File: config.mk
export PLATFORM = sky130hd
export DESIGN_NAME = pipe_sequencer
export DESIGN_NICKNAME = d
export VERILOG_FILES = /design/src/rtl/pipe_pkg.sv /design/src/rtl/hazard_detect.sv /design/src/rtl/pipe_sequencer.sv
export SDC_FILE = /design/constraint.sdc
export NUM_CORES = 1
export LEC_CHECK = 0
export CAP_MARGIN = 20
export CORE_MARGIN = 2
export CORE_UTILIZATION = 46
export DETAILED_ROUTE_END_ITERATION = 10
export GPL_TIMING_DRIVEN = 1
export PLACE_DENSITY = 0.8
export SLEW_MARGIN = 20
export SYNTH_ARGS = -nofsm -noshare
export SYNTH_HDL_FRONTEND = slang
export SYNTH_SLANG_ARGS = --single-unit
File: constraint.sdc
create_clock -name clock -period 2.6 [get_ports clock]
set_input_delay 0.52 -clock clock [delete_from_list [all_inputs] [get_ports clock]]
set_output_delay 0.52 -clock clock [all_outputs]
set_load 0.02 [all_outputs]
File: src/rtl/pipe_pkg.sv
// Shared definitions for the pipeline sequencer: state encoding,
// default widths and the MIPS opcode constants decoded by the top level.
package pipe_pkg;

    // Default widths
    localparam int PC_W_DEF      = 10;
    localparam int RA_W_DEF      = 5;
    localparam int CNT_W_DEF     = 16;
    localparam int DRAIN_CYC_DEF = 3;
    localparam int WB_FWD_DEF    = 1;

    // Primary opcode field values (instr[31:26])
    localparam logic [5:0] OP_RTYPE = 6'h00;
    localparam logic [5:0] OP_ADDI  = 6'h08;
    localparam logic [5:0] OP_LW    = 6'h23;
    localparam logic [5:0] OP_SW    = 6'h2B;
    localparam logic [5:0] OP_BEQ   = 6'h04;
    localparam logic [5:0] OP_J     = 6'h02;

    // Sequencer states
    typedef enum logic [1:0] {
        ST_REFILL = 2'd0,
        ST_RUN    = 2'd1,
        ST_DRAIN  = 2'd2,
        ST_HALTED = 2'd3
    } seq_state_e;

    // Number of pipeline stages whose destination is compared against decode
    localparam int N_DEST_STAGES = 3;

endpackage

File: src/rtl/hazard_detect.sv
// Combinational read-after-write hazard check between the decode-stage
// sources and the destinations of execute, memory and writeback.
module hazard_detect
    import pipe_pkg::*;
#(
    parameter int RA_W   = RA_W_DEF,
    parameter int WB_FWD = WB_FWD_DEF
) (
    input  logic [RA_W-1:0] dec_rs,
    input  logic [RA_W-1:0] dec_rt,
    input  logic            dec_use_rs,
    input  logic            dec_use_rt,
    input  logic [RA_W-1:0] ex_dest,
    input  logic [RA_W-1:0] mem_dest,
    input  logic [RA_W-1:0] wb_dest,
    input  logic            ex_wen,
    input  logic            mem_wen,
    input  logic            wb_wen,
    output logic            hazard
);

    logic [RA_W-1:0]          dest_arr [N_DEST_STAGES];
    logic [N_DEST_STAGES-1:0] wen_arr;
    logic [N_DEST_STAGES-1:0] stage_hit;
    logic [N_DEST_STAGES-1:0] stage_enable;

    // Index 0 = execute, 1 = memory, 2 = writeback
    always_comb begin
        dest_arr[0] = ex_dest;
        dest_arr[1] = mem_dest;
        dest_arr[2] = wb_dest;
        wen_arr     = {wb_wen, mem_wen, ex_wen};
        // With a write-through register file the writeback value is already
        // visible to decode, so that stage never causes a stall.
        stage_enable = {(WB_FWD == 0), 1'b1, 1'b1};
    end

    genvar gi;
    generate
        for (gi = 0; gi < N_DEST_STAGES; gi++) begin : g_stage
            logic rs_hit;
            logic rt_hit;
            // Register 0 is hardwired to zero and never creates a dependency
            always_comb begin
                rs_hit = dec_use_rs && (dec_rs != '0) && (dec_rs == dest_arr[gi]);
                rt_hit = dec_use_rt && (dec_rt != '0) && (dec_rt == dest_arr[gi]);
                stage_hit[gi] = wen_arr[gi] && stage_enable[gi] && (rs_hit || rt_hit);
            end
        end
    endgenerate

    // Any enabled stage match stalls decode
    always_comb begin
        hazard = |stage_hit;
    end

endmodule

File: src/rtl/pipe_sequencer.sv
// Pipeline control: owns the PC, decides advance / stall / flush each cycle,
// inserts the refill bubble for the synchronous ROM and runs halt/resume.
module pipe_sequencer
    import pipe_pkg::*;
#(
    parameter int PC_W      = PC_W_DEF,
    parameter int RA_W      = RA_W_DEF,
    parameter int CNT_W     = CNT_W_DEF,
    parameter int DRAIN_CYC = DRAIN_CYC_DEF,
    parameter int WB_FWD    = WB_FWD_DEF
) (
    input  logic             clock,
    input  logic             reset,
    input  logic [RA_W-1:0]  dec_rs,
    input  logic [RA_W-1:0]  dec_rt,
    input  logic             dec_use_rs,
    input  logic             dec_use_rt,
    input  logic             dec_halt,
    input  logic [RA_W-1:0]  ex_dest,
    input  logic [RA_W-1:0]  mem_dest,
    input  logic [RA_W-1:0]  wb_dest,
    input  logic             ex_wen,
    input  logic             mem_wen,
    input  logic             wb_wen,
    input  logic             redirect,
    input  logic [PC_W-1:0]  redirect_pc,
    input  logic             resume,
    output logic [PC_W-1:0]  pc,
    output logic             if_capture,
    output logic             dec_flush,
    output logic             ex_bubble,
    output logic             halted,
    output logic [CNT_W-1:0] stall_cnt,
    output logic [CNT_W-1:0] flush_cnt
);

    localparam int DRN_W = (DRAIN_CYC > 1) ? $clog2(DRAIN_CYC) : 1;
    localparam logic [DRN_W-1:0] DRAIN_LAST = DRN_W'(DRAIN_CYC - 1);

    seq_state_e       state_q, state_d;
    logic [PC_W-1:0]  pc_q, pc_d;
    logic [DRN_W-1:0] drain_q, drain_d;
    logic [CNT_W-1:0] stall_cnt_q, stall_cnt_d;
    logic [CNT_W-1:0] flush_cnt_q, flush_cnt_d;
    logic             stall_inc;
    logic             flush_inc;
    logic             hazard;

    hazard_detect #(
        .RA_W   (RA_W),
        .WB_FWD (WB_FWD)
    ) u_hazard (
        .dec_rs     (dec_rs),
        .dec_rt     (dec_rt),
        .dec_use_rs (dec_use_rs),
        .dec_use_rt (dec_use_rt),
        .ex_dest    (ex_dest),
        .mem_dest   (mem_dest),
        .wb_dest    (wb_dest),
        .ex_wen     (ex_wen),
        .mem_wen    (mem_wen),
        .wb_wen     (wb_wen),
        .hazard     (hazard)
    );

    // State, PC, drain counter and statistics registers
    always_ff @(posedge clock or posedge reset) begin
        if (reset) begin
            state_q     <= ST_REFILL;
            pc_q        <= '0;
            drain_q     <= '0;
            stall_cnt_q <= '0;
            flush_cnt_q <= '0;
        end else begin
            state_q     <= state_d;
            pc_q        <= pc_d;
            drain_q     <= drain_d;
            stall_cnt_q <= stall_cnt_d;
            flush_cnt_q <= flush_cnt_d;
        end
    end

    // Next state, next PC and counter events
    always_comb begin
        state_d   = state_q;
        pc_d      = pc_q;
        drain_d   = drain_q;
        stall_inc = 1'b0;
        flush_inc = 1'b0;
        case (state_q)
            ST_REFILL: begin
                // A redirect here restarts the refill at the new target
                if (redirect) begin
                    pc_d      = redirect_pc;
                    flush_inc = 1'b1;
                end else begin
                    state_d = ST_RUN;
                end
            end
            ST_RUN: begin
                if (redirect) begin
                    pc_d      = redirect_pc;
                    flush_inc = 1'b1;
                    state_d   = ST_REFILL;
                end else if (hazard) begin
                    stall_inc = 1'b1;
                end else if (dec_halt) begin
                    state_d = ST_DRAIN;
                    drain_d = '0;
                end else begin
                    pc_d = pc_q + PC_W'(1);
                end
            end
            ST_DRAIN: begin
                // An older branch still in execute cancels the halt
                if (redirect) begin
                    pc_d      = redirect_pc;
                    flush_inc = 1'b1;
                    state_d   = ST_REFILL;
                end else if (drain_q == DRAIN_LAST) begin
                    state_d = ST_HALTED;
                end else begin
                    drain_d = drain_q + DRN_W'(1);
                end
            end
            ST_HALTED: begin
                if (resume) begin
                    state_d = ST_REFILL;
                end
            end
            default: begin
                state_d = ST_REFILL;
            end
        endcase
    end

    // Saturating statistics counters
    always_comb begin
        stall_cnt_d = stall_cnt_q;
        flush_cnt_d = flush_cnt_q;
        if (stall_inc && (stall_cnt_q != '1)) begin
            stall_cnt_d = stall_cnt_q + CNT_W'(1);
        end
        if (flush_inc && (flush_cnt_q != '1)) begin
            flush_cnt_d = flush_cnt_q + CNT_W'(1);
        end
    end

    // Pipeline strobes; all held low while reset is asserted
    always_comb begin
        if_capture = 1'b0;
        dec_flush  = 1'b0;
        ex_bubble  = 1'b1;
        halted     = 1'b0;
        if (!reset) begin
            case (state_q)
                ST_REFILL: begin
                    dec_flush = redirect;
                end
                ST_RUN: begin
                    if (redirect) begin
                        dec_flush = 1'b1;
                    end else if (hazard) begin
                        dec_flush = 1'b0;
                    end else if (dec_halt) begin
                        dec_flush = 1'b1;
                    end else begin
                        if_capture = 1'b1;
                        ex_bubble  = 1'b0;
                    end
                end
                ST_DRAIN: begin
                    dec_flush = redirect;
                end
                ST_HALTED: begin
                    halted = 1'b1;
                end
                default: begin
                    dec_flush = 1'b0;
                end
            endcase
        end else begin
            ex_bubble = 1'b0;
        end
    end

    assign pc        = pc_q;
    assign stall_cnt = stall_cnt_q;
    assign flush_cnt = flush_cnt_q;

endmodule

### Word level (Yosys, flattened, before mapping)

Index checks and enable logic that the tools add are counted.

| operators by class | value |
|---|---|
| eq/ne operators | 22 |
| bitwise gates (word level) | 0 |
| add/sub/neg operators | 4 |
| reductions and logical operators | 23 |
| div/mod/pow operators | 0 |
| $mul | 0 |
| muxes and demuxes | 40 |
| shifts and indexed selects | 0 |
| $lt $le $gt $ge | 0 |

Operators with widths:

| cell | number |
|---|---|
| 10-bit two-way mux | 4 |
| 16-bit by 1-bit adder with 16-bit output, second input constant | 2 |
| 16-bit inequality test, second input constant | 2 |
| 2-bit two-way mux | 12 |
| 5-bit equality test | 4 |
| 1-bit two-way mux | 20 |
| 10-bit one-hot mux with 2 select lines | 1 |
| 2-bit inequality test, second input constant | 7 |
| 3-bit inequality test, second input constant | 4 |
| 10-bit by 1-bit adder with 10-bit output, second input constant | 1 |
| 1-bit logical AND | 10 |
| 5-bit nonzero test | 2 |
| 2-bit one-hot mux with 4 select lines | 1 |
| 2-bit equality test, second input constant | 3 |
| 6-bit AND reduction | 1 |
| 5-bit AND reduction | 1 |
| 2-bit one-hot mux with 2 select lines | 1 |
| 4-bit AND reduction | 1 |
| 2-bit nonzero test | 2 |
| 2-bit OR reduction | 2 |
| 3-bit OR reduction | 1 |
| 2-bit by 1-bit adder with 2-bit output, second input constant | 1 |
| 2-bit by 1-bit equality test with 1-bit output, second input constant | 1 |
| 2-bit logical NOT | 1 |
| other kinds (3) | 4 |

| storage, ports and cells | value |
|---|---|
| ROM bits | 0 |
| RAM bits | 0 |
| latch bits | 0 |
| register bits after elaboration | 46 |
| memories kept | 0 |
| output and inout port bits | 46 |
| logic and storage cells | 94 |
| bits of input ports | 45 |

### Longest topological paths before layout

| depth | value |
|---|---|
| depth after elaboration | 10 |
| gate-level depth with buffers | 8 |
| mapped depth without buffers | 7 |

### Hierarchy

From an unflattened synthesis, not the netlist that was laid out.

| unflattened totals | value |
|---|---|
| cell total of the unflattened synthesis | 299 |
| area total of the unflattened synthesis | 2955.3 um2 |

Modules (own cells, without submodules):

| module | cells an instance | sequential area each (um2) | area an instance (um2) | times used |
|---|---|---|---|---|
| pipe_sequencer | 266 | 1151.1 | 2693.8 | 1 |
| hazard_detect | 33 | 0.0 | 261.5 | 1 |

### Least setup slack after synthesis

Ideal clock, no wire load.

| timing | value |
|---|---|
| path type | in2out |
| start point | input dec_rs[4] |
| end point | output ex_bubble |
| required time | 2.080 ns |
| setup slack | 0.145 ns |
| stages on the path | 7 |
| data arrival time | 1.935 ns |
| buffers on the path | 1 |
| path through | xor2_1 > nor4_1 > a32oi_1 > o22ai_4 > buf_6 > nor2_1 > a21oi_1 |

| between the ends | value |
|---|---|
| cells in the longest elaborated chain, start to end | 10 |
| elaborated cells on any way between the ends | 15 |
| classes of those cells | eq/ne: 2; mux: 4; reduce/logical: 9 |

Ends and longest elaborated chain:

| what | line | text |
|---|---|---|
| start: declaration | pipe_sequencer.sv:14 | `input logic [RA_W-1:0] dec_rs,` |
| 5-bit nonzero test | hazard_detect.sv:45 | `rs_hit = dec_use_rs && (dec_rs != '0) && (dec_rs == dest_arr[gi]);` |
| 1-bit logical AND (2 in a row) | hazard_detect.sv:45 |  |
| 1-bit logical OR | hazard_detect.sv:47 | `stage_hit[gi] = wen_arr[gi] && stage_enable[gi] && (rs_hit \|\| rt_hit);` |
| 1-bit logical AND | hazard_detect.sv:47 |  |
| 2-bit OR reduction (*) | hazard_detect.sv:54 | `hazard = \|stage_hit;` |
| 1-bit two-way mux (*) | pipe_sequencer.sv:163 | `end else if (hazard) begin` |
| 1-bit two-way mux (*) | pipe_sequencer.sv:161 | `if (redirect) begin` |
| 1-bit two-way mux (*) | pipe_sequencer.sv:156 | `case (state_q)` |
| 1-bit two-way mux (*) | pipe_sequencer.sv:155 | `if (!reset) begin` |
| end: declaration | pipe_sequencer.sv:31 | `output logic ex_bubble,` |

Every way passes the cells marked *; elsewhere a longest branch is shown, timed or not.

### Worst setup path after layout

| timing | value |
|---|---|
| start point | input mem_dest[1] |
| end point | output dec_flush |

| between the ends | value |
|---|---|
| cells in the longest elaborated chain, start to end | 9 |
| elaborated cells on any way between the ends | 11 |
| classes of those cells | eq/ne: 2; mux: 4; reduce/logical: 5 |

Ends and longest elaborated chain:

| what | line | text |
|---|---|---|
| start: declaration | pipe_sequencer.sv:20 | `input logic [RA_W-1:0] mem_dest,` |
| 5-bit equality test, on equally long branches | hazard_detect.sv:45, hazard_detect.sv:46 |  |
| 1-bit logical AND, on equally long branches | hazard_detect.sv:45, hazard_detect.sv:46 |  |
| 1-bit logical OR (*) | hazard_detect.sv:47 |  |
| 1-bit logical AND (*) | hazard_detect.sv:47 |  |
| 2-bit OR reduction (*) | hazard_detect.sv:54 |  |
| 1-bit two-way mux (*) | pipe_sequencer.sv:163 |  |
| 1-bit two-way mux (*) | pipe_sequencer.sv:161 |  |
| 1-bit one-hot mux with 2 select lines (*) | pipe_sequencer.sv:156 |  |
| 1-bit two-way mux (*) | pipe_sequencer.sv:155 |  |
| end: declaration | pipe_sequencer.sv:30 | `output logic dec_flush,` |

Marks and branches as above.

==> flow_metrics.env <==
export IMPL_initial_core_util=0.472
export IMPL_tns_ps=0
export IMPL_synth_edf_count=0
export IMPL_period_needed_ps=2550
export IMPL_totalWireLength_um=7190
export IMPL_core_mm2=0.00585
export IMPL_port_buffers=84
export IMPL_final_cell_area_mm2=0.00392
export IMPL_grt_pass1_vias=2495
export IMPL_r2r_slack_ps=730
export IMPL_hold_class="reg -> reg"
export IMPL_final_util=0.671
export IMPL_fmax_mhz=392
export IMPL_holdPathStages=1
export IMPL_setup_viol=0
export IMPL_vias_per_cell=5.60
export IMPL_htree_levels=2
export IMPL_worst_pin_slew_ps=575
export IMPL_dieArea_mm2=0.00663
export IMPL_path_max_fanout=4
export IMPL_synthCells=279
export IMPL_worstHoldStart="stall_cnt[5]$_DFFE_PP0P_"
export IMPL_status="finished clean"
export IMPL_critical_path_arrival_ps=2030
export IMPL_timing_max_cap_violations=0
export IMPL_vias=2561
export IMPL_yosysSeqAreaShare=0.417
export IMPL_power_density_mw_per_mm2=695
export IMPL_cts_buffers=5
export IMPL_rr_startpoint="flush_cnt[0]$_DFFE_PP0P_"
export IMPL_antenna_left=0
export IMPL_antenna_found_initial=1
export IMPL_grt_pass1_wl_um=11500
export IMPL_fillers=467
export IMPL_timing_final_crit_share=0.981
export IMPL_worstSetupPathType="in -> out"
export IMPL_slew_headroom=0.617
export IMPL_wl_per_cell_um=15.7
export IMPL_place_area_mm2=0.00378
export IMPL_die_w_um=81.4
export IMPL_synth_flop_cell="dfrtp_1"
export IMPL_cts_num_sinks=46
export IMPL_clock_skew_ps=7.88
export IMPL_worstReg2RegEnd="flush_cnt[15]$_DFFE_PP0P_"
export IMPL_crit_required_ps=2080
export IMPL_drv_slew=0
export IMPL_leakage_nw=1.65
export IMPL_drive_gt1_frac=0.170
export IMPL_ys_warn_count=0
export IMPL_groute_usage_overall=0.222
export IMPL_synth_distinct_cells=49
export IMPL_drtIter0Drc=233
export IMPL_holdPathEnd="stall_cnt[5]$_DFFE_PP0P_"
export IMPL_power_total_w=0.00273
export IMPL_whs_ps=489
export IMPL_fin_nets=430
export IMPL_synth_seq_cells=46
export IMPL_postSynthNetCount=328
export IMPL_cts_buffer_depth=2
export IMPL_grt_ovfl_total=0
export IMPL_diodes=0
export IMPL_synthArstFlopShare=1.00
export IMPL_cp_cell_sequence="dlygate4sd2_1, xor2_1, nor4_2, a32oi_2, o22ai_4, nor2_1, o211a_1, buf_6"
export IMPL_drc=0
export IMPL_gp_congestion=0.948
export IMPL_start_kind="primary input"
export IMPL_rows=28
export IMPL_endpoint_kind="output pin"
export IMPL_crit_slowest_cell="nor4_2"
export IMPL_ir_drop_v=0.000395
export IMPL_root_buffer="clkbuf_8"
export IMPL_critPathMaxStageDelay_ps=320
export IMPL_drtPass1Iterations=4
export IMPL_hold_viol=0
export IMPL_cts_tree="built"
export IMPL_cts_hold_buffers=0
export IMPL_die_h_um=81.4
export IMPL_ff2ff_path_depth=7
export IMPL_grt_max_degree=47
export IMPL_worstSkewPairLatency_ps=300
export IMPL_boundaryPins=91
export IMPL_postSynthAreaPerCell_um2=9.89
export IMPL_place_hpwl_um=5420
export IMPL_path_clk_slew_ps=90
export IMPL_netlist_area_mm2=0.00276
export IMPL_area_growth_pct=42.2
==> how the worst max path moves through the flow <==
stage,cells past startpoint,startpoint,end,slack [ps]
global route,8,mem_dest[1],dec_flush,-10
global placement,7,dec_rt[0],if_capture,-680
CTS,7,dec_rt[0],if_capture,-6
finish,8,mem_dest[1],dec_flush,50
detailed placement,7,dec_rs[1],if_capture,-740
floorplan,7,dec_rs[4],ex_bubble,140
==> stage by stage <==
stage / instances / worst slack (ps)
floorplan: 279 / 145
global placement: 447 / -679
detailed placement: 447 / -736
CTS: 455 / -6.02
global route: 457 / -13.4
finish: 457 / 50.0
==> synthesized netlist by cell type, types with 2 or more instances <==
library cell / n / area, um^2
o22ai_1: 3 / 18.8
a32oi_1: 2 / 17.5
o21ai_0: 2 / 10.0
a31oi_2: 2 / 25.0
and2_1: 4 / 25.0
or4_1: 2 / 15.0
and3_1: 16 / 100
o21a_1: 2 / 15.0
a211oi_1: 2 / 15.0
o21ai_2: 2 / 17.5
nor3_1: 2 / 10.0
a21oi_1: 7 / 35.0
inv_1: 4 / 15.0
ha_1: 4 / 50.1
dfrtp_1: 46 / 1150
nand3_1: 18 / 90.1
mux2i_1: 3 / 30.0
and4_1: 3 / 26.3
buf_6: 2 / 22.5
o21ai_1: 9 / 45.0
nor2_1: 17 / 63.8
nand2_1: 15 / 56.3
clkbuf_1: 3 / 11.3
buf_2: 3 / 15.0
a2bb2oi_1: 4 / 35.0
nand4_1: 20 / 125
xnor2_1: 32 / 280
nand2b_1: 4 / 25.0
nor4_1: 8 / 50.1
xor2_1: 19 / 166
==> cell families (layout without fill, tap and decap cells) <==
logic type | after synthesis | in the layout | synth area share
compound gates | 44 | 44 | 0.121
xor+xnor | 51 | 51 | 0.162
fa+ha+maj | 4 | 4 | 0.0181
buf+inv | 14 | 117 | 0.0272
flops | 46 | 46 | 0.417
mux | 5 | 5 | 0.0204
simple gates | 115 | 115 | 0.234
==> critical path, delay by kind of cell <==
kind | cells | cell delay [ps]
XOR/XNOR | 1 | 160
AO/OA/AOI/OAI | 3 | 550
AND/OR/NAND/NOR | 2 | 400
buffers and inverters | 2 | 400
==> final cells by class <==
class,count,area (um^2),share of cell area
Timing Repair Buffer,105,936,0.239
Clock buffer,6,72.6,0.0185
Inverter,4,15.0,0.00383
Sequential cell,46,1150,0.293
Tap cell,75,93.8,0.0239
Multi-Input combinational cell,219,1620,0.412
Clock inverter,2,37.5,0.00957
==> sequential cells by signal (all words and copies together) (netlist names) <==
name / flops
stall_cnt: 16
drain_q: 2
pc: 10
state_q: 2
flush_cnt: 16
==> routing by layer <==
metal | vias to the layer above | track usage | share of wire | wire, um
met5 | - | 0 | 0.0015 | 11
met4 | 2 | 0.0729 | 0.017 | 119
met3 | 12 | 0.0440 | 0.051 | 370
met2 | 81 | 0.380 | 0.51 | 3670
met1 | 1242 | 0.281 | 0.42 | 3020
li1 | 1224 | - | - | -
==> layout by cell type, fill, tap and decap left out, types with 5 or more instances in the layout <==
| cell | netlist | final |
|---|---|---|
| nor2_1 | 17 | 16 |
| nand4_1 | 20 | 20 |
| a21oi_1 | 7 | 7 |
| clkbuf_8 | 0 | 5 |
| xnor2_1 | 32 | 32 |
| xor2_1 | 19 | 17 |
| clkbuf_2 | 0 | 9 |
| clkdlybuf4s15_1 | 0 | 5 |
| and3_1 | 16 | 15 |
| o21ai_1 | 9 | 9 |
| nand2_1 | 15 | 15 |
| clkdlybuf4s50_1 | 0 | 61 |
| dfrtp_1 | 46 | 46 |
| nand3_1 | 18 | 18 |
| buf_4 | 1 | 21 |
==> what timing repair did <==
action                     CTS  global route
gates cloned                 0             0
pin swaps                   13            15
gates resized for setup     46            33
setup endpoints to repair    3             3
setup buffers                0             2
==> power breakdown <==
group / internal (W) / switching (W) / leakage, nW / total [W]
registers: 0.000859 / 0.000219 / 0.600 / 0.00108
clock network: 0.000287 / 0.000245 / 0.0514 / 0.000532
logic: 0.000540 / 0.000575 / 0.998 / 0.00112
total: 0.00169 / 0.00104 / 1.65 / 0.00273
(Power assumes the default switching activity.)
